==> src/rtl/hps_mailbox_agent_if.sv <==
// Avalon-MM responder bus bundle for hps_mailbox_agent.
// The master modport is the HPS (initiator) side, slave is the agent side.
interface hps_mailbox_agent_if;
  logic [1:0]  avs_address;
  logic        avs_read;
  logic        avs_write;
  logic [31:0] avs_writedata;
  logic [31:0] avs_readdata;
  logic        avs_readdatavalid;
  logic        avs_waitrequest;

  modport master (
    output avs_address, avs_read, avs_write, avs_writedata,
    input  avs_readdata, avs_readdatavalid, avs_waitrequest
  );

  modport slave (
    input  avs_address, avs_read, avs_write, avs_writedata,
    output avs_readdata, avs_readdatavalid, avs_waitrequest
  );
endinterface

==> src/rtl/hps_mailbox_agent.sv <==
// HPS lightweight-bridge mailbox: TX/RX word FIFOs plus STATUS/CONTROL/ID registers.
// Define MAILBOX_IRQ_EN to add the irq output and the CONTROL[3] interrupt enable.
module hps_mailbox_agent #(
  parameter int unsigned DEPTH    = 16,
  parameter int unsigned LVL_W    = $clog2(DEPTH) + 1,
  parameter logic [31:0] ID_VALUE = 32'h4D4F4E49
) (
  input  logic               clk_clk,
  input  logic               reset_reset,
  hps_mailbox_agent_if.slave avs,
  output logic [31:0]        tx_data,
  output logic               tx_valid,
  input  logic               tx_ready,
  input  logic [31:0]        rx_data,
  input  logic               rx_valid,
  output logic               rx_ready
`ifdef MAILBOX_IRQ_EN
  ,
  output logic               irq
`endif
);

  localparam int unsigned PTR_W = $clog2(DEPTH);

  typedef enum logic [1:0] {
    ADDR_DATA    = 2'd0,
    ADDR_STATUS  = 2'd1,
    ADDR_CONTROL = 2'd2,
    ADDR_ID      = 2'd3
  } addr_e;

  logic [31:0] tx_mem_q [DEPTH];
  logic [31:0] rx_mem_q [DEPTH];

  logic [PTR_W-1:0] tx_wr_ptr_q, tx_wr_ptr_d, tx_rd_ptr_q, tx_rd_ptr_d;
  logic [PTR_W-1:0] rx_wr_ptr_q, rx_wr_ptr_d, rx_rd_ptr_q, rx_rd_ptr_d;
  logic [LVL_W-1:0] tx_level_q, tx_level_d, rx_level_q, rx_level_d;
  logic             ovf_q, ovf_d, unf_q, unf_d;
  logic [31:0]      readdata_q, readdata_d;
  logic             readdatavalid_q, readdatavalid_d;

  addr_e addr;
  logic  wr_acc, rd_acc;
  logic  tx_full, tx_empty, rx_full, rx_empty;
  logic  tx_pop, tx_push_req, tx_push, tx_flush, tx_we;
  logic  rx_pop, rx_push, rx_flush, rx_we;
  logic  ovf_set, unf_set, sticky_clr;
  logic [31:0] status_word, control_word;

  // A simultaneous read and write is a protocol violation; the write wins.
  assign addr   = addr_e'(avs.avs_address);
  assign wr_acc = avs.avs_write;
  assign rd_acc = avs.avs_read & ~avs.avs_write;

  assign tx_full  = (tx_level_q == LVL_W'(DEPTH));
  assign tx_empty = (tx_level_q == '0);
  assign rx_full  = (rx_level_q == LVL_W'(DEPTH));
  assign rx_empty = (rx_level_q == '0);

  assign tx_valid = ~tx_empty;
  assign tx_data  = tx_mem_q[tx_rd_ptr_q];
  assign rx_ready = ~rx_full;

  assign tx_flush   = wr_acc & (addr == ADDR_CONTROL) & avs.avs_writedata[0];
  assign rx_flush   = wr_acc & (addr == ADDR_CONTROL) & avs.avs_writedata[1];
  assign sticky_clr = wr_acc & (addr == ADDR_CONTROL) & avs.avs_writedata[2];

  // A full TX FIFO still takes a write when the core frees a slot in the same cycle.
  assign tx_pop      = tx_valid & tx_ready;
  assign tx_push_req = wr_acc & (addr == ADDR_DATA);
  assign tx_push     = tx_push_req & (~tx_full | tx_pop);
  assign ovf_set     = tx_push_req & tx_full & ~tx_pop;
  assign tx_we       = tx_push & ~tx_flush;

  assign rx_push = rx_valid & rx_ready;
  assign rx_pop  = rd_acc & (addr == ADDR_DATA) & ~rx_empty;
  assign unf_set = rd_acc & (addr == ADDR_DATA) & rx_empty;
  assign rx_we   = rx_push & ~rx_flush;

  always_comb begin
    status_word        = '0;
    status_word[0]     = tx_full;
    status_word[1]     = tx_empty;
    status_word[2]     = rx_full;
    status_word[3]     = rx_empty;
    status_word[4]     = ovf_q;
    status_word[5]     = unf_q;
    status_word[15:8]  = 8'(tx_level_q);
    status_word[23:16] = 8'(rx_level_q);
  end

`ifdef MAILBOX_IRQ_EN
  logic irq_en_q, irq_en_d, irq_q, irq_d;
  assign control_word = {28'd0, irq_en_q, 3'b000};
  assign irq          = irq_q;
`else
  assign control_word = 32'd0;
`endif

  always_comb begin
    // NOTE: every next-state signal gets a default first so no path leaves it unassigned (no latches).
    tx_wr_ptr_d     = tx_wr_ptr_q;
    tx_rd_ptr_d     = tx_rd_ptr_q;
    tx_level_d      = tx_level_q;
    rx_wr_ptr_d     = rx_wr_ptr_q;
    rx_rd_ptr_d     = rx_rd_ptr_q;
    rx_level_d      = rx_level_q;
    readdata_d      = readdata_q;
    readdatavalid_d = rd_acc;

    if (tx_flush) begin
      tx_wr_ptr_d = '0;
      tx_rd_ptr_d = '0;
      tx_level_d  = '0;
    end else begin
      if (tx_push) tx_wr_ptr_d = tx_wr_ptr_q + 1'b1;
      if (tx_pop)  tx_rd_ptr_d = tx_rd_ptr_q + 1'b1;
      tx_level_d = tx_level_q + LVL_W'(tx_push) - LVL_W'(tx_pop);
    end

    if (rx_flush) begin
      rx_wr_ptr_d = '0;
      rx_rd_ptr_d = '0;
      rx_level_d  = '0;
    end else begin
      if (rx_push) rx_wr_ptr_d = rx_wr_ptr_q + 1'b1;
      if (rx_pop)  rx_rd_ptr_d = rx_rd_ptr_q + 1'b1;
      rx_level_d = rx_level_q + LVL_W'(rx_push) - LVL_W'(rx_pop);
    end

    ovf_d = sticky_clr ? 1'b0 : (ovf_q | ovf_set);
    unf_d = sticky_clr ? 1'b0 : (unf_q | unf_set);

    if (rd_acc) begin
      unique case (addr)
        ADDR_DATA:    readdata_d = rx_empty ? 32'd0 : rx_mem_q[rx_rd_ptr_q];
        ADDR_STATUS:  readdata_d = status_word;
        ADDR_CONTROL: readdata_d = control_word;
        ADDR_ID:      readdata_d = ID_VALUE;
        default:      readdata_d = readdata_q;
      endcase
    end

`ifdef MAILBOX_IRQ_EN
    irq_en_d = irq_en_q;
    if (wr_acc && addr == ADDR_CONTROL) irq_en_d = avs.avs_writedata[3];
    // Built from next-state values so irq tracks the FIFO one cycle after the causing event.
    irq_d = irq_en_d & ((rx_level_d != '0) | ovf_d | unf_d);
`endif
  end

  // NOTE: sequential state uses non-blocking assignments only, so every register sees pre-edge values.
  always_ff @(posedge clk_clk) begin
    if (reset_reset) begin
      tx_wr_ptr_q     <= '0;
      tx_rd_ptr_q     <= '0;
      tx_level_q      <= '0;
      rx_wr_ptr_q     <= '0;
      rx_rd_ptr_q     <= '0;
      rx_level_q      <= '0;
      ovf_q           <= 1'b0;
      unf_q           <= 1'b0;
      readdata_q      <= '0;
      readdatavalid_q <= 1'b0;
`ifdef MAILBOX_IRQ_EN
      irq_en_q        <= 1'b0;
      irq_q           <= 1'b0;
`endif
    end else begin
      tx_wr_ptr_q     <= tx_wr_ptr_d;
      tx_rd_ptr_q     <= tx_rd_ptr_d;
      tx_level_q      <= tx_level_d;
      rx_wr_ptr_q     <= rx_wr_ptr_d;
      rx_rd_ptr_q     <= rx_rd_ptr_d;
      rx_level_q      <= rx_level_d;
      ovf_q           <= ovf_d;
      unf_q           <= unf_d;
      readdata_q      <= readdata_d;
      readdatavalid_q <= readdatavalid_d;
`ifdef MAILBOX_IRQ_EN
      irq_en_q        <= irq_en_d;
      irq_q           <= irq_d;
`endif
    end
  end

  // NOTE: FIFO storage is not reset; levels gate every read, so stale words are never observed.
  always_ff @(posedge clk_clk) begin
    if (tx_we) tx_mem_q[tx_wr_ptr_q] <= avs.avs_writedata;
    if (rx_we) rx_mem_q[rx_wr_ptr_q] <= rx_data;
  end

  assign avs.avs_readdata      = readdata_q;
  assign avs.avs_readdatavalid = readdatavalid_q;
  assign avs.avs_waitrequest   = 1'b0;

endmodule

==> src/flat_wrapper.sv <==
// flat-port wrapper written by rule: the top's interface ports become plain ports
module hps_mailbox_agent_flat 
#(
  parameter int unsigned DEPTH    = 16,
  parameter int unsigned LVL_W    = $clog2(DEPTH) + 1,
  parameter logic [31:0] ID_VALUE = 32'h4D4F4E49
)
  (clk_clk, reset_reset, tx_data, tx_valid, tx_ready, rx_data, rx_valid, rx_ready, avs_avs_address, avs_avs_read, avs_avs_write, avs_avs_writedata, avs_avs_readdata, avs_avs_readdatavalid, avs_avs_waitrequest);
  hps_mailbox_agent_if avs_i ();
  input  logic clk_clk;
  input  logic reset_reset;
  output logic [31:0] tx_data;
  output logic tx_valid;
  input  logic tx_ready;
  input  logic [31:0] rx_data;
  input  logic rx_valid;
  output logic rx_ready;
  input wire logic [$bits(avs_i.avs_address)-1:0] avs_avs_address;
  input wire logic [$bits(avs_i.avs_read)-1:0] avs_avs_read;
  input wire logic [$bits(avs_i.avs_write)-1:0] avs_avs_write;
  input wire logic [$bits(avs_i.avs_writedata)-1:0] avs_avs_writedata;
  output wire logic [$bits(avs_i.avs_readdata)-1:0] avs_avs_readdata;
  output wire logic [$bits(avs_i.avs_readdatavalid)-1:0] avs_avs_readdatavalid;
  output wire logic [$bits(avs_i.avs_waitrequest)-1:0] avs_avs_waitrequest;
  assign avs_i.avs_address = avs_avs_address;
  assign avs_i.avs_read = avs_avs_read;
  assign avs_i.avs_write = avs_avs_write;
  assign avs_i.avs_writedata = avs_avs_writedata;
  assign avs_avs_readdata = avs_i.avs_readdata;
  assign avs_avs_readdatavalid = avs_i.avs_readdatavalid;
  assign avs_avs_waitrequest = avs_i.avs_waitrequest;
  hps_mailbox_agent #(.DEPTH(DEPTH), .LVL_W(LVL_W), .ID_VALUE(ID_VALUE)) u_core (.clk_clk(clk_clk), .reset_reset(reset_reset), .avs(avs_i), .tx_data(tx_data), .tx_valid(tx_valid), .tx_ready(tx_ready), .rx_data(rx_data), .rx_valid(rx_valid), .rx_ready(rx_ready));
endmodule
==> config.mk <==
export PLATFORM = sky130hd
export DESIGN_NAME = hps_mailbox_agent_flat
export DESIGN_NICKNAME = d
export VERILOG_FILES = /design/src/rtl/hps_mailbox_agent_if.sv /design/src/rtl/hps_mailbox_agent.sv /design/src/flat_wrapper.sv
export SDC_FILE = /design/constraint.sdc
export NUM_CORES = 1
export LEC_CHECK = 0
export CAP_MARGIN = 20
export CELL_PAD_IN_SITES_DETAIL_PLACEMENT = 0
export CELL_PAD_IN_SITES_GLOBAL_PLACEMENT = 1
export CORE_MARGIN = 5
export CORE_UTILIZATION = 52
export CTS_CLUSTER_SIZE = 24
export DETAILED_ROUTE_END_ITERATION = 12
export PLACE_DENSITY = 0.75
export RECOVER_POWER = 50
export SYNTH_ARGS = -nofsm -noshare
export SYNTH_HDL_FRONTEND = slang
export SYNTH_SLANG_ARGS = --single-unit
==> constraint.sdc <==
create_clock -name clk_clk -period 5.86 [get_ports clk_clk]
set_clock_uncertainty 0.1 [all_clocks]
set_input_delay 1.172 -clock clk_clk [delete_from_list [all_inputs] [get_ports clk_clk]]
set_output_delay 1.172 -clock clk_clk [all_outputs]
set_load 0.02 [all_outputs]
# Word level (Yosys, flattened, before mapping)
# Memories as Yosys holds them, arrays and structs flattened. A register that Yosys moved wholly into a read port is not among the register bits.
# Cells that the tools add are included.
[word_totals]
ff_bits = 61
ram_bits = 1024
inputBits = 72
out_inout_bits = 68
n_memories = 2
[memory_table]
columns = ["name", "depth", "width", "rd", "rd_clocked_by_memory_dff", "write_ports", "line", "rtl"]
rows = [
  ["u_core.rx_mem_q", 16, 32, 1, 1, 1, "hps_mailbox_agent.sv:33", "logic [31:0] rx_mem_q [DEPTH];"],
  ["u_core.tx_mem_q", 16, 32, 1, 1, 1, "hps_mailbox_agent.sv:32", "logic [31:0] tx_mem_q [DEPTH];"],
]
[classes]
addsub = 8
n_eq_ne = 5
muxes = 10
bitwise = 27
reduce_logical = 6
[ops]
columns = ["cell", "n"]
rows = [
  ["32-bit case mux with 4 select lines", 1],
  ["32-bit 2-to-1 mux", 1],
  ["4-bit by 1-bit adder with 4-bit output (second input constant)", 4],
  ["1-bit bitwise AND", 16],
  ["4-bit 2-to-1 mux", 4],
  ["5-bit by 1-bit adder with 5-bit output", 2],
  ["5-bit == test (second input constant)", 2],
  ["5-bit zero test", 2],
  ["5-bit by 1-bit subtractor with 5-bit output", 2],
  ["1-bit inverter", 8],
  ["2-bit OR reduction", 3],
  ["2-bit == test (second input constant)", 2],
  ["1-bit 2-to-1 mux", 4],
  ["1-bit OR", 3],
  ["2-bit by 1-bit == test with 1-bit output (second input constant)", 1],
  ["2-bit zero test", 1],
]

# Longest topological paths before layout
# Gate-level depths: netlist of run 1.
[depth]
depth_word = 8
mapped_depth = 15
ltp_nobuf = 14

# Worst setup path after synthesis of run 1
# OpenSTA, ideal clock, no wires.
[synth_timing]
path_type = "in2reg"
from = "input port avs_avs_address[1]"
to = "memory u_core.tx_mem_q[1][0], enable pin"
setup_time_ps = 461
arrival_ps = 4274
setup_slack_ps = 1025
path_stages = 6
path_cell_list = "clkbuf_1 nor3b_1 o21a_1 buf_2 nand2_1 nor3_1"
[synth_via]
elab_cells_between_ends = 10
cone_classes = "eq/ne: 1; mux: 2; bitwise: 6; reduce/logical: 1"
[synth_lines]
columns = ["item", "line", "rtl"]
rows = [
  ["start, declared", "flat_wrapper.sv:18", "input wire logic [$bits(avs_i.avs_address)-1:0] avs_avs_address;"],
  ["2-bit zero test", "hps_mailbox_agent.sv:70", "assign tx_push_req = wr_acc & (addr == ADDR_DATA);"],
  ["1-bit bitwise AND", "hps_mailbox_agent.sv:70", ""],
  ["1-bit bitwise AND", "hps_mailbox_agent.sv:71", "assign tx_push = tx_push_req & (~tx_full | tx_pop);"],
  ["via u_core.tx_push", "hps_mailbox_agent.sv:45", "logic tx_pop, tx_push_req, tx_push, tx_flush, tx_we;"],
  ["1-bit bitwise AND", "hps_mailbox_agent.sv:73", "assign tx_we = tx_push & ~tx_flush;"],
  ["1-bit 2-to-1 mux", "hps_mailbox_agent.sv:189", "if (tx_we) tx_mem_q[tx_wr_ptr_q] <= avs.avs_writedata;"],
  ["1-bit 2-to-1 mux (not written as such)", "hps_mailbox_agent.sv:189", ""],
  ["end, declared", "hps_mailbox_agent.sv:32", ""],
]
# The timed path passes the listed nets, and every way through them passes these cells.

==> results of run 1 <==
[logic make-up (layout without fill, tap and decap cells)]
group                    count (synthesis)  count (layout)  share of synthesized area, %
flip-flops                            1093            1093                          76.5
AND/OR/NAND/NOR                        161             161                          2.06
buffers and inverters                  116             424                          1.52
multiplexers                           355             355                          17.2
AO/OA/AOI/OAI                          108             108                          1.63
other                                    1               9                       0.00893
adder cells (fa/ha/maj)                 23              23                         0.721
XOR/XNOR                                17              17                         0.354
[layout make-up]
| class | instances | area [µm²] | share of cell area, % |
|---|---|---|---|
| tap | 1060 | 1330 | 2.73 |
| clock buffer | 135 | 2840 | 5.86 |
| sequential | 1093 | 32200 | 66.3 |
| antenna | 8 | 20.0 | 0.0413 |
| inverter | 21 | 78.8 | 0.162 |
| multi-input combinational | 665 | 9370 | 19.3 |
| timing repair buffer | 205 | 2010 | 4.14 |
| clock inverter | 63 | 719 | 1.48 |
[critical path, cell delays in order (launching register included)]
cell,delay (ns)
dfxtp_1,2.54
clkbuf_2,1.07
mux4_2,0.42
mux2_1,0.35
a22oi_1,0.19
a21oi_1,0.09
[cells in the final DEF (no fill, tap or decap), types with 8 or more instances in the layout]
| cell type | Yosys | routed |
|---|---|---|
| a21oi_1 | 26 | 26 |
| a2bb2oi_1 | 9 | 9 |
| and2_2 | 0 | 16 |
| buf_12 | 0 | 8 |
| buf_4 | 13 | 56 |
| bufinv_16 | 0 | 13 |
| clkbuf_1 | 36 | 22 |
| clkbuf_16 | 0 | 107 |
| clkdlybuf4s50_1 | 0 | 47 |
| clkinv_1 | 0 | 14 |
| clkinv_2 | 0 | 24 |
| dfxtp_1 | 69 | 62 |
| diode_2 | 0 | 8 |
| dlygate4sd3_1 | 0 | 91 |
| edfxtp_1 | 1024 | 1024 |
| ha_1 | 21 | 21 |
| inv_1 | 21 | 21 |
| mux2_2 | 11 | 10 |
| mux2i_1 | 58 | 58 |
| mux4_1 | 24 | 24 |
| mux4_2 | 262 | 262 |
| nand2_1 | 31 | 31 |
| nand3_1 | 13 | 13 |
| nor2_1 | 44 | 33 |
| nor2_4 | 0 | 12 |
| o21ai_0 | 29 | 29 |
| o22ai_1 | 13 | 13 |
| or2_1 | 10 | 10 |
| xor2_1 | 10 | 10 |
[through the flow]
stage	instance area (µm²)	instances	power (W)	worst slack (ns)
final	48500	3250	0.0178	0.928
after global routing	48500	3243	0.0185	0.636
after CTS	48500	3241	0.0180	0.877
after detailed placement	44900	3043	0.0111	1.35
after global placement	44900	3042	0.0111	1.45
after floorplan	42000	1874	0.0104	1.02
[state kept, by name, indices dropped and copies added (netlist names), named ones only]
signal	cells
u_core.rx_mem_q	512
u_core.tx_mem_q	512
u_core.avs.avs_readdata	32
u_core.rx_level_q	5
u_core.tx_level_q	5
u_core.rx_rd_ptr_q	4
u_core.rx_wr_ptr_q	4
u_core.tx_rd_ptr_q	4
u_core.tx_wr_ptr_q	4
u_core.avs.avs_readdatavalid	1
u_core.ovf_q	1
u_core.unf_q	1
[synth_stat cells (6+ instances only)]
cell	n
mux2_2	11
o21ai_0	29
a2bb2oi_1	9
nor3_1	8
mux2i_1	58
buf_6	16
dfxtp_1	69
buf_1	10
nand3_1	13
mux4_1	24
xnor2_1	7
xor2_1	10
clkbuf_1	36
ha_1	21
buf_2	18
inv_1	21
edfxtp_1	1024
mux4_2	262
nor2_1	44
and3_1	6
a22oi_1	6
nand2_1	31
and2_1	16
o22a_1	6
or2_1	10
o211ai_1	6
o22ai_1	13
buf_4	13
a21oi_1	26
[metal layers]
| layer | up-vias | GRT usage, % |
|---|---|---|
| met5 | - | 0 |
| met4 | 0 | 4.45 |
| met3 | 118 | 3.89 |
| met2 | 632 | 35.5 |
| met1 | 10300 | 28.3 |
| li1 | 8326 | - |
[path summary, 6_finish.rpt]
check / start / end / cells after the start
max: flip-flop / u_core.avs.avs_readdata[0]$_SDFFE_PP0N_ / 5
min: u_core.avs.avs_readdata[29]$_SDFFE_PP0N_ / u_core.avs.avs_readdata[29]$_SDFFE_PP0N_ / 2
min reg2reg: u_core.avs.avs_readdata[29]$_SDFFE_PP0N_ / u_core.avs.avs_readdata[29]$_SDFFE_PP0N_ / 2
max reg2reg: flip-flop / u_core.avs.avs_readdata[0]$_SDFFE_PP0N_ / 5
[power by group through the flow]
stage	logic (W)	clock network, W	registers (W)
after floorplan	0.00151	0	0.00892
after global placement	0.00206	0	0.00904
after detailed placement	0.00210	0	0.00905
after CTS	0.00210	0.00698	0.00888
after global routing	0.00223	0.00734	0.00889
final	0.00206	0.00686	0.00887
==> reports/qor.yml, run 1 <==
via_count: 19376
final_nets: 2187
slew_violations: 64
synth_area_leaders: "edfxtp_1 (73%), mux4_2 (14%), dfxtp_1 (3.3%)"
overflow: 0
synth_top_cell_by_area: "edfxtp_1"
syn_inst: 1874
postCtsResizedCells: 0
cap_viol_max_count: 1
insertion_delay_ns: 0.68
fin_util_pct: 60.4
drt-total-wl_um: 88600
fin_hold_ws_ns: 0.396
antenna_found_initial: 10
avgSynthCellArea_um2: 22.4
dr.first_iter.drc_count: 1880
switching_power_w: 0.00402
max-slew-margin-rel_pct: -118
r2r_slack_ns: 0.93
clkSlewWorstSetupHoldPaths_ns: 0.07
wl_met1_um: 35800
drive_gt1_share_pct: 25.1
arrival_ns: 5.38
rsz0062_at_grt: "false"
ant_nets: 0
met3_length_um: 5480
cts_setup_buffers: 0
grt_pass1_vias: 20375
p_clk_share_pct: 38.6
vias_per_cell: 5.96
grt_pass1_wl_um: 133000
pwr-share-comb_pct: 11.6
syn_to_final_growth_pct: 15.5
fill_cells: 5495
setup_tns_ns: 0
critical_path_class: "flip-flop to flip-flop"
dieHeight_um: 294
power_density_nw_per_um2: 367
drc: 0
ys_warn_count: 0
dp_hpwl_um: 51300
avgRoutedWirePerCell_um: 27.3
tightest_slew_ns: 3.28
grt_max_degree: 64
cts_buffer_depth: 3
core_area_um2: 80300
finalSetupViolations: 0
cts_inserted_buffers: 106
hold_buffers: 0
synth_area_um2: 42000
swShare_pct: 22.6
cts_root_buf: "clkbuf_16"
gp_congestion: 0.767
ys_seq_elements: 1093
synth_flop_cell: "edfxtp_1"
yosysUniqueCellTypes: 60
die-area_um2: 86600
htree_levels: 3
crit_fanout: 63
synth_top_area_share_pct: 73.2
synth_nets: 1969
outcome: "finished with violations"
wl_met2_um: 45600
cts_tree: "yes"
timing.fmax_mhz: 203
hold_path_class: "flip-flop to flip-flop"
track_usage_pct: 20.7
cp.required_ns: 6.31
finalCritPeriodShare_pct: 84.2
fp-row-count: 104
violations: "max-capacitance violations, max-slew violations"
top_layer: "met4"
io_pins: 140
start_util_pct: 52.3
cts_sinks: 1093
synth-seq-area-share_pct: 76.5
async_reset_ff_share_pct: 0
end_kind: "flip-flop"
synth_edf_count: 1024
vdd_drop_max_mv: 0.272
die_width_um: 294
drt_pass1_iterations: 5
min_period_ns: 4.93
pwr-share-seq_pct: 49.9
crit_path_start_kind: "flip-flop"
internal_power_w: 0.0138
port_buffers: 138
hold_viol: 0
power.leakage_nw: 15.1
No activity file was read; power rests on OpenSTA's default activity.
==> run 2, diff against run 1 <==
clock period = 5.2 ns   (was 5.86 ns; I/O delays follow)
==> reports/qor.yml, run 2 (synthesis gave the netlist of run 1 again) <==
drc: 0
cts_tree: "yes"
final_nets: 2177
rr_worst_depth: 14
layout_commonest_cell: "edfxtp_1"
cp_top_family: "multiplexers"
dr.first_iter.drc_count: 1805
drt-total-wl_um: 88400
hold_path_class: "flip-flop to flip-flop"
hold_viol: 0
cts_root_buf: "clkbuf_16"
min_period_ns: 4.47
overflow: 0
critical_path_depth: 4
vdd_drop_max_mv: 0.329
setup_tns_ns: 0
rsz0062_at_grt: "false"
port_buffers: 138
cts_buffer_depth: 3
ant_nets: 0
syn_to_final_growth_pct: 15.6
drt_pass1_iterations: 5
track_usage_pct: 20.5
core_area_um2: 80300
cp_cell_sequence: "buf_4 > mux4_1 > mux4_2 > clkdlybuf4s50_1"
grt_max_degree: 48
max-slew-margin-rel_pct: -1.45
vias_per_cell: 6.01
timing.fmax_mhz: 224
die-area_um2: 86600
dp_hpwl_um: 49700
dieHeight_um: 294
cts_inserted_buffers: 106
cp.required_ns: 4.06
via_count: 19470
insertion_delay_ns: 0.67
arrival_ns: 3.33
avgRoutedWirePerCell_um: 27.3
power.leakage_nw: 15.0
outcome: "finished with violations"
dp_cells: 3034
finalSetupViolations: 0
crit_fanout: 22
end_kind: "primary output"
htree_levels: 3
fp-row-count: 104
final_cell_count_no_fill: 3238
power_density_nw_per_um2: 413
cap_viol_max_count: 1
cpMaxStageDelayCell: "mux4_1"
tightest_slew_ns: 1.51
cts_setup_buffers: 0
violations: "max-capacitance violations, max-slew violations"
whs_path_depth: 2
critical_path_class: "flip-flop to primary output"
fill_cells: 5499
fin_util_pct: 60.5
hold_buffers: 0
final_cell_mix: "edfxtp_1 (1,024), mux4_2 (262), clkbuf_16 (107)"
cp_slowest_stage_delay_ns: 0.61
die_width_um: 294
io_pins: 140
grt_pass1_wl_um: 132000
antenna_found_initial: 13
clkSlewWorstSetupHoldPaths_ns: 0.06
cts_sinks: 1093
postCtsResizedCells: 0
drive_gt1_share_pct: 24.8
start_util_pct: 52.3
finalCritPeriodShare_pct: 85.9
crit_buf_inv: 2
crit_path_start_kind: "flip-flop"
gp_congestion: 0.779
slew_violations: 19
grt_pass1_vias: 20499
[run 2: cell types whose count changed in the layout (fill, tap and decap cells not counted), moves of 3 or more]
| cell | before | now |
|---|---|---|
| clkdlybuf4s50_1 | 47 | 68 |
| inv_6 | 1 | 4 |
| clkbuf_8 | 6 | 9 |
| diode_2 | 8 | 4 |
| dlygate4sd3_1 | 91 | 70 |
| buf_12 | 8 | 19 |
| buf_4 | 56 | 35 |
| clkinv_4 | 0 | 4 |
[run 2: power breakdown]
group	internal, W	switching [W]
logic	0.00120	0.00115
registers	0.00979	0.000158
clock network	0.00453	0.00322
[run 2: metal layers]
metal,vias up,GRT usage [%],wire length [µm]
li1,8300,-,-
met1,10342,28.2,36000
met2,662,34.6,44900
met3,162,3.74,5240
met4,4,5.13,2220
met5,-,0,27
[run 2: worst paths after layout]
| path | to | slack, ns | start |
|---|---|---|---|
| max | tx_data[2] | 0.73 | flip-flop |
| min | u_core.avs.avs_readdata[21]$_SDFFE_PP0N_ | 0.40 | u_core.avs.avs_readdata[21]$_SDFFE_PP0N_ |
| max reg2reg | u_core.tx_level_q[4]$_SDFF_PP0_ | 1.85 | u_core.tx_level_q[2]$_SDFF_PP0_ |
| min reg2reg | u_core.avs.avs_readdata[21]$_SDFFE_PP0N_ | 0.40 | u_core.avs.avs_readdata[21]$_SDFFE_PP0N_ |
[run 2: worst register-to-register path: cells and delay by family (launching register included)]
| kind | cells | cell delay [ns] |
|---|---|---|
| simple gates | 4 | 1.23 |
| fa+ha+maj | 4 | 1.02 |
| flops | 1 | 0.34 |
| compound gates | 2 | 0.27 |
| buf+inv | 4 | 0.25 |
[run 2: cell type report]
type                       count  area (µm²)  share of cell area (%)
sequential                  1093       32200                    66.2
multi-input combinational    665        9350                    19.2
clock buffer                 134        2870                    5.91
timing repair buffer         195        2040                    4.21
tap                         1060        1330                    2.73
clock inverter                66         726                    1.49
inverter                      21        78.8                   0.162
antenna                        4        10.0                  0.0206
[run 2: stage by stage]
step	total power, W	worst slack [ns]	area (µm²)	hold slack [ns]
2_1_floorplan	0.0118	0.497	42000	0.371
3_3_place_gp	0.0125	1.04	45000	0.388
3_5_place_dp	0.0125	1.01	45000	0.374
4_1_cts	0.0203	0.610	48600	0.400
5_1_grt	0.0208	0.537	48500	0.432
6_report	0.0201	0.731	48600	0.395
